--- src/rtl/fft_output_reorder_if.sv ---
// Stream bundle for fft_output_reorder: bit-reversed sample-pair input, one-sample-per-cycle
// output with valid/ready, and the sticky overflow status. slave = reorder block side.
interface fft_output_reorder_if #(
    parameter int unsigned DW = 16
);
    logic                 in_valid;
    logic                 in_sof;
    logic signed [DW-1:0] in0_re;
    logic signed [DW-1:0] in0_im;
    logic signed [DW-1:0] in1_re;
    logic signed [DW-1:0] in1_im;
    logic                 out_valid;
    logic                 out_ready;
    logic signed [DW-1:0] out_re;
    logic signed [DW-1:0] out_im;
    logic [5:0]           out_idx;
    logic                 out_last;
    logic                 overflow;

    modport master (
        output in_valid, in_sof, in0_re, in0_im, in1_re, in1_im, out_ready,
        input  out_valid, out_re, out_im, out_idx, out_last, overflow
    );

    modport slave (
        input  in_valid, in_sof, in0_re, in0_im, in1_re, in1_im, out_ready,
        output out_valid, out_re, out_im, out_idx, out_last, overflow
    );
endinterface

--- src/rtl/fft_output_reorder.sv ---
// Ping-pong reorder buffer behind the 64-point FFT: captures bit-reversed pairs, streams bins
// one per cycle. Define BITREV_EN for natural bin order; undefined keeps FFT arrival order.
module fft_output_reorder #(
    parameter int unsigned DW = 16,
    parameter int unsigned N  = 64
) (
    input logic                 clk,
    input logic                 nrst,
    fft_output_reorder_if.slave bus
);
    typedef enum logic [1:0] {StIdle, StLoad, StStream} state_e;

    function automatic logic [5:0] bitrev6(input logic [5:0] a);
        logic [5:0] r;
        for (int i = 0; i < 6; i++) r[i] = a[5-i];
        return r;
    endfunction

    logic [2*DW-1:0] mem [2*N];

    logic [4:0]    wcnt;
    logic          wsel;
    logic [1:0]    full;
    logic [1:0]    full_d;
    logic          ovf;
    state_e        state;
    logic          rsel;
    logic [5:0]    rcnt;
    logic          out_valid;
    logic [DW-1:0] out_re;
    logic [DW-1:0] out_im;
    logic [5:0]    out_idx;
    logic          out_last;

    logic [4:0]      pk;
    logic            accept;
    logic            fill_done;
    logic            hs;
    logic            drain_done;
    logic [5:0]      wa0;
    logic [5:0]      wa1;
    logic [5:0]      raddr;
    logic [5:0]      ridx;
    logic [2*DW-1:0] rdata;

    always_comb begin
        // A start-of-frame pair always restarts the frame at pair 0.
        pk         = bus.in_sof ? 5'd0 : wcnt;
        accept     = bus.in_valid && !full[wsel];
        fill_done  = accept && (pk == 5'd31);
        hs         = (state == StStream) && out_valid && bus.out_ready;
        drain_done = hs && (rcnt == 6'd63);
        full_d     = full;
        if (fill_done) full_d[wsel] = 1'b1;
        if (drain_done) full_d[rsel] = 1'b0;
        // In STREAM the read runs one word ahead so a handshake needs no bubble.
        raddr      = (state == StStream) ? rcnt + 6'd1 : rcnt;
`ifdef BITREV_EN
        wa0  = bitrev6({pk, 1'b0});
        wa1  = bitrev6({pk, 1'b1});
        ridx = raddr;
`else
        wa0  = {pk, 1'b0};
        wa1  = {pk, 1'b1};
        ridx = bitrev6(raddr);
`endif
    end

    assign rdata = mem[{rsel, raddr}];

    always_ff @(posedge clk) begin
        if (nrst && accept) begin
            mem[{wsel, wa0}] <= {bus.in0_re, bus.in0_im};
            mem[{wsel, wa1}] <= {bus.in1_re, bus.in1_im};
        end
    end

    always_ff @(posedge clk) begin
        if (!nrst) begin
            wcnt      <= '0;
            wsel      <= 1'b0;
            full      <= '0;
            ovf       <= 1'b0;
            state     <= StIdle;
            rsel      <= 1'b0;
            rcnt      <= '0;
            out_valid <= 1'b0;
            out_re    <= '0;
            out_im    <= '0;
            out_idx   <= '0;
            out_last  <= 1'b0;
        end else begin
            full <= full_d;

            if (bus.in_valid && full[wsel]) begin
                ovf <= 1'b1;
            end else if (accept) begin
                if (fill_done) begin
                    wcnt <= '0;
                    wsel <= ~wsel;
                end else begin
                    wcnt <= pk + 5'd1;
                end
            end

            unique case (state)
                StIdle: begin
                    if (full[rsel]) begin
                        rcnt  <= '0;
                        state <= StLoad;
                    end
                end
                StLoad: begin
                    out_valid        <= 1'b1;
                    {out_re, out_im} <= rdata;
                    out_idx          <= ridx;
                    out_last         <= (raddr == 6'd63);
                    state            <= StStream;
                end
                StStream: begin
                    if (hs) begin
                        if (rcnt == 6'd63) begin
                            out_valid <= 1'b0;
                            out_last  <= 1'b0;
                            rsel      <= ~rsel;
                            rcnt      <= '0;
                            state     <= full_d[~rsel] ? StLoad : StIdle;
                        end else begin
                            rcnt             <= rcnt + 6'd1;
                            {out_re, out_im} <= rdata;
                            out_idx          <= ridx;
                            out_last         <= (raddr == 6'd63);
                        end
                    end
                end
                default: state <= StIdle;
            endcase
        end
    end

    assign bus.out_valid = out_valid;
    assign bus.out_re    = out_re;
    assign bus.out_im    = out_im;
    assign bus.out_idx   = out_idx;
    assign bus.out_last  = out_last;
    assign bus.overflow  = ovf;
endmodule
--- src/flat_wrapper.sv ---
// flat-port wrapper written by rule: the top's interface ports become plain ports
module fft_output_reorder_flat 
#(
    parameter int unsigned DW = 16,
    parameter int unsigned N  = 64
)
  (clk, nrst, bus_in_valid, bus_in_sof, bus_in0_re, bus_in0_im, bus_in1_re, bus_in1_im, bus_out_ready, bus_out_valid, bus_out_re, bus_out_im, bus_out_idx, bus_out_last, bus_overflow);
  fft_output_reorder_if #(.DW(DW)) bus_i ();
  input logic clk;
  input logic nrst;
  input wire logic [$bits(bus_i.in_valid)-1:0] bus_in_valid;
  input wire logic [$bits(bus_i.in_sof)-1:0] bus_in_sof;
  input wire logic [$bits(bus_i.in0_re)-1:0] bus_in0_re;
  input wire logic [$bits(bus_i.in0_im)-1:0] bus_in0_im;
  input wire logic [$bits(bus_i.in1_re)-1:0] bus_in1_re;
  input wire logic [$bits(bus_i.in1_im)-1:0] bus_in1_im;
  input wire logic [$bits(bus_i.out_ready)-1:0] bus_out_ready;
  output wire logic [$bits(bus_i.out_valid)-1:0] bus_out_valid;
  output wire logic [$bits(bus_i.out_re)-1:0] bus_out_re;
  output wire logic [$bits(bus_i.out_im)-1:0] bus_out_im;
  output wire logic [$bits(bus_i.out_idx)-1:0] bus_out_idx;
  output wire logic [$bits(bus_i.out_last)-1:0] bus_out_last;
  output wire logic [$bits(bus_i.overflow)-1:0] bus_overflow;
  assign bus_i.in_valid = bus_in_valid;
  assign bus_i.in_sof = bus_in_sof;
  assign bus_i.in0_re = bus_in0_re;
  assign bus_i.in0_im = bus_in0_im;
  assign bus_i.in1_re = bus_in1_re;
  assign bus_i.in1_im = bus_in1_im;
  assign bus_i.out_ready = bus_out_ready;
  assign bus_out_valid = bus_i.out_valid;
  assign bus_out_re = bus_i.out_re;
  assign bus_out_im = bus_i.out_im;
  assign bus_out_idx = bus_i.out_idx;
  assign bus_out_last = bus_i.out_last;
  assign bus_overflow = bus_i.overflow;
  fft_output_reorder #(.DW(DW), .N(N)) u_core (.clk(clk), .nrst(nrst), .bus(bus_i));
endmodule
--- config.mk ---
export PLATFORM = sky130hd
export DESIGN_NAME = fft_output_reorder_flat
export DESIGN_NICKNAME = d
export VERILOG_FILES = /design/src/rtl/fft_output_reorder_if.sv /design/src/rtl/fft_output_reorder.sv /design/src/flat_wrapper.sv
export SDC_FILE = /design/constraint.sdc
export NUM_CORES = 2
export LEC_CHECK = 0
export BUFFER_PORTS_ARGS = -buffer_cell sky130_fd_sc_hd__buf_2
export CAP_MARGIN = 15
export CORE_ASPECT_RATIO = 0.9
export CORE_MARGIN = 10
export CORE_UTILIZATION = 57
export CTS_BUF_LIST = sky130_fd_sc_hd__clkbuf_16
export CTS_CLUSTER_SIZE = 14
export DETAILED_ROUTE_END_ITERATION = 6
export PLACE_DENSITY_LB_ADDON = 0.2
export SLEW_MARGIN = 20
export SYNTH_ARGS = -nofsm -noshare
export SYNTH_HDL_FRONTEND = slang
export SYNTH_SLANG_ARGS = --single-unit
--- constraint.sdc ---
create_clock -name clk -period 5.2 [get_ports clk]
set_input_delay 1.04 -clock clk [delete_from_list [all_inputs] [get_ports clk]]
set_output_delay 1.04 -clock clk [all_outputs]
set_load 0.02 [all_outputs]
Word-level counts from Yosys, hierarchy flattened
Memories as Yosys holds them, arrays and structs flattened.
Index checks and enable logic that the tools add are counted.
- magnitude comparators: 5
- bitwise operators: 6
- multipliers: 0
- divide/modulo/power cells: 0
- shift-type cells: 0
- multiplexer cells: 41
- $add $sub $neg: 2
- eq/ne operators: 9
- reductions and logical operators: 21
- operators with widths (cell ; count):
    two-way mux 16 bit ; 4
    one-hot mux 16 bit (2 select lines) ; 2
    two-way mux 6 bit ; 6
    one-hot mux 6 bit (2 select lines) ; 2
    AND reduction 3 bit ; 6
    two-way mux 1 bit ; 15
    equality test 6 bit, second input constant ; 2
    two-way mux 2 bit ; 5
    two-way mux 5 bit ; 2
    logical AND 1 bit ; 9
    adder 6 x 1 -> 6 bit, second input constant ; 1
    < comparator 1 x 2 -> 1 bit, second input constant ; 3
    inequality test 2 x 1 -> 1 bit, second input constant ; 3
    one-hot mux 2 bit (3 select lines) ; 1
    adder 5 x 1 -> 5 bit, second input constant ; 1
    equality test 5 bit, second input constant ; 1
    one-hot mux 1 bit (2 select lines) ; 2
    AND reduction 2 bit ; 2
    nonzero test 2 bit ; 2
    inverter 1 bit ; 3
    AND 2 bit ; 1
    demux 1 bit (select 1 bit) ; 2
    equality test 2 x 1 -> 1 bit, second input constant ; 1
    equality test 2 bit, second input constant ; 1
    6 further kinds ; 7
- bits in latches: 0
- output and inout port bits: 41
- bits in read-only memories: 0
- input bits: 69
- bits in writable memories: 4096
- memories: 1
- flip-flop bits (word level): 58
- memory list (name ; words ; width ; read ports ; clocked after memory_dff ; wr ports ; RTL line ; RTL):
    u_core.mem ; 128 ; 32 ; 1 ; 0 ; 2 ; fft_output_reorder.sv:19 ; logic [2*DW-1:0] mem [2*N];

Depth between registers and ports, before layout
- depth after elaboration: 14
- mapped depth: 14
- gate-level depth less buffers: 10

Worst setup path before layout
Ideal clock, no wire load.
- kind: input -> register
- start: input port bus_in_sof
- end: memory u_core.mem[118][0] (netlist name) (enable)
- buffers on the path: 1
- arrival: 4.623 ns
- required time: 4.713 ns
- path slack: 0.090 ns
- cell stages on the path: 5
- cells stage by stage: clkbuf_1 nor2b_1 nor2b_1 nand3_1 nor2_1
- RTL lines (element ; RTL line ; RTL):
    from (decl) ; flat_wrapper.sv:12 ; input wire logic [$bits(bus_i.in_sof)-1:0] bus_in_sof;
    to (decl) ; fft_output_reorder.sv:19 ;

Worst setup path in the final report
- start: register u_core.state[0]
- end: register u_core.out_im[1] (netlist: u_core.bus.out_im[1])
- longest elaborated chain between the ends: 6
- elaborated cells between the ends (all ways): 13
- RTL lines (element ; RTL line ; RTL):
    from (decl) ; fft_output_reorder.sv:26 ; state_e state;
    from (signal assigned) ; fft_output_reorder.sv:84 ; state <= StIdle;
    from (signal assigned) ; fft_output_reorder.sv:110 ; state <= StLoad;
    from (signal assigned) ; fft_output_reorder.sv:118 ; state <= StStream;
    equality test 2 bit ; fft_output_reorder.sv:51, fft_output_reorder.sv:57, fft_output_reorder.sv:106 ;
    two-way mux 6 bit ; fft_output_reorder.sv:57 ; raddr = (state == StStream) ? rcnt + 6'd1 : rcnt;
    memory read (128 x 32 bit) ; -- ;
    two-way mux 16 bit ; fft_output_reorder.sv:122 ; if (rcnt == 6'd63) begin
    two-way mux 16 bit ; fft_output_reorder.sv:121 ; if (hs) begin
    one-hot mux 16 bit (2 select lines) ; fft_output_reorder.sv:106 ; unique case (state)
    to (signal assigned) ; fft_output_reorder.sv:115 ; {out_re, out_im} <= rdata;
    to (signal assigned) ; fft_output_reorder.sv:130 ; {out_re, out_im} <= rdata;
    to (decl) ; fft_output_reorder.sv:31 ; logic [DW-1:0] out_im;
Parallel ways exist; a longest one is shown, timed or not. The select of a mux whose other input is x is not followed.
A chain may end at the register's enable or synchronous reset.

==> summary.txt <==
Buffers on Ports = 109
CP Cell Sequence = inv_1, ha_1, buf_4, nand4_1, xnor2_2, buf_4, buf_4, mux2_2, o22ai_1, a211oi_1, o41ai_1, a31oi_1
FFs w/ async S/R, synth = 0
CP Capture Type = flip-flop
Critical path arrival = 5340 ps
WL final = 421000 um
Synth Warn # = 0
CP startpoint = u_core.state[0]
H-tree Lvls = 5
Core ar. = 276000 um^2
Synth area leader = edfxtp_1
Status = finished, final reports clean
Synth cell types = 54
Initial core utilization = 0.573
Final number of hold-violating endpoints = 0
Row cnt = 183
First-pass GRT wire length = 598000 um
DRT Pass-1 Iters = 6
CP Launch Type = flip-flop
Share of layout cells above drive strength 1 = 0.277
MaxCap Viol Count = 0
Via density = 6.85
WP data required = 5950 ps
CP max stage delay = 870 ps
Reg2Reg Depth = 12
DP HPWL = 238000 um
Post-Synthesis Cell Area = 158000 um^2
Slew @ Worst Pin = 1040 ps
Leak pwr = 0.0563 uW
Hold Buf Count CTS = 0
Final ANT Viol Nets = 0
Top cells by count, synth = edfxtp_1, mux4_2, nand2_1
GR Util All Layers = 0.278
Total die area = 299000 um^2
Clock Pin Slew Worst Setup and Hold Paths = 60 ps
Clock Skew = 62.4 ps
Tot Pwr = 66100 uW
Vias in the first global route = 79500
Wire per inst = 36.1 um
CTS resizes = 0
Initial drt markers = 11000
Crit Path Class = flip-flop to flip-flop
Crit-path slowest cell = o41ai_1
Final Critical Period = 4590 ps
VDD IR max = 0.294 mV
FF+latch count, synth = 4154
Sequential fraction of the synthesis area = 0.785
DIE WIDTH = 575 um
Clock latency on the worst-skew pair = 940 ps
Largest net degree at the start of global routing = 100
Max Clk Rate = 0.218 GHz
CTS tree = yes
Setup crit end = u_core.bus.out_im[1]
Synth top area share = 0.777
Antenna violations before repair = 27
Worst slew margin = 0.305
Clk buf depth = 4
R2R Path Start = u_core.state[0]
Most used cell, CP = buf_4
Vias = 79900
Fin cells = 11700
Number of setup buffers added after CTS = 0
Pwr/cell area = 369 nW/um^2
Avg Inst Size Synth = 22.2 um^2
CP max FO = 32
Die height = 520 um
Most numerous cell in the Yosys netlist = edfxtp_1
Worst flop-to-flop path endpoint = u_core.bus.out_im[1]
Setup TNS = 0 ps
# fillers = 17700
Mapped Nets = 7206
Hold WC Path Type = flip-flop to flip-flop
Mapped Cells = 7130
I/O pin count = 110
Nets@finish = 7683
Max Slew Vio Count = 0
Gpl congestion = 0.805
CTS buffer count = 401
Clk sink count = 4154
Post-layout util = 0.648
Top cells by area, synth = edfxtp_1, mux4_2, nand2_1
GRT overflow = 0
Primary FF master, synth = edfxtp_1
WHS = 468 ps
Final setup fails = 0
Area grow syn2layout = 13.1%
Fin crit share = 0.883
R2R setup slack = 610 ps
Post-synth EDFFs = 4096
DRC viols = 0
Placed cell count = 10900
RSZ-0062 raised after global routing = false
Clock root cell = clkbuf_16
report_power, final:
part | internal (uW) | switching, uW | leakage [uW]
Clock | 16300 | 12300 | 0.00662
Sequential | 36800 | 8.63 | 0.0373
Combinational | 74.9 | 612 | 0.0124
Total | 53100 | 12900 | 0.0563
through the flow:
step | instance area (um^2) | setup slack, ps
finish | 179000 | 609
global route | 179000 | 436
CTS | 179000 | 471
detailed placement | 166000 | 501
global placement | 166000 | 448
floorplan | 158000 | 90.0
registers in the layout, summed over array words and instances (netlist names), 2 cells and up:
| signal | cells |
|---|---|
| u_core.rcnt | 6 |
| u_core.state | 2 |
| u_core.bus.out_im | 16 |
| u_core.mem | 4096 |
| u_core.bus.out_idx | 6 |
| u_core.wcnt | 5 |
| u_core.full | 2 |
| u_core.bus.out_re | 16 |
worst min-delay path by stage:
stage	endpoint	start	slack, ps	depth (start not counted)
after floorplan	u_core.wcnt[1]	u_core.wcnt[1]	450	2
after global placement	u_core.bus.overflow	u_core.bus.overflow	450	1
after detailed placement	u_core.bus.overflow	u_core.bus.overflow	450	1
after CTS	u_core.mem[113][21]	bus_in1_re[5]	470	1
after global routing	u_core.bus.overflow	u_core.bus.overflow	490	1
final	u_core.bus.overflow	u_core.bus.overflow	470	1
cells by family after synthesis:
logic type,count (synthesis),share of synthesized area
AO/OA/AOI/OAI,619,0.0268
XOR/XNOR,7,0.000506
adder cells (fa/ha/maj),7,0.000553
buffers and inverters,427,0.0131
flip-flops,4154,0.785
multiplexers,1094,0.150
AND/OR/NAND/NOR,822,0.0239
final cells by class:
cell class / count / area, um^2 / share of cell area
diodes: 20 / 50.0 / 0.000280
clock buffers: 405 / 10100 / 0.0566
clock inverters: 326 / 2750 / 0.0153
inverters: 6 / 22.5 / 0.000126
multi-input cells: 2549 / 32700 / 0.183
flip-flops and latches: 4154 / 124000 / 0.694
well taps: 3700 / 4630 / 0.0259
repair buffers: 495 / 4560 / 0.0255
metal layers:
metal | GRT usage | vias to the layer above | part of all wire | routed length [um]
met2 | 0.423 | 4943 | 0.47 | 196000
li1 | - | 31200 | - | -
met5 | 0 | - | 0.00011 | 47
met1 | 0.409 | 42900 | 0.38 | 161000
met3 | 0.0541 | 754 | 0.11 | 45700
met4 | 0.100 | 6 | 0.042 | 17900
cell usage in the layout, fill, tap and decap left out, types with 72 or more instances in the layout:
cell type and instances:
a211oi_1 94, a21oi_1 163, buf_12 86, buf_2 101, buf_4 307, clkbuf_16 405
clkinv_1 98, clkinv_2 72, edfxtp_1 4096, inv_1 89, mux4_2 1024, nand2_1 415
nand3_1 168, o22ai_1 95
worst max-delay path, delay by kind of cell (launching register included):
kind	cells	cell delay, ps
flip-flops	1	340
buffers and inverters	4	1320
multiplexers	1	410
adder cells (fa/ha/maj)	1	260
AO/OA/AOI/OAI	4	1230
XOR/XNOR	1	500
AND/OR/NAND/NOR	1	310
(Power assumes the default switching activity.)
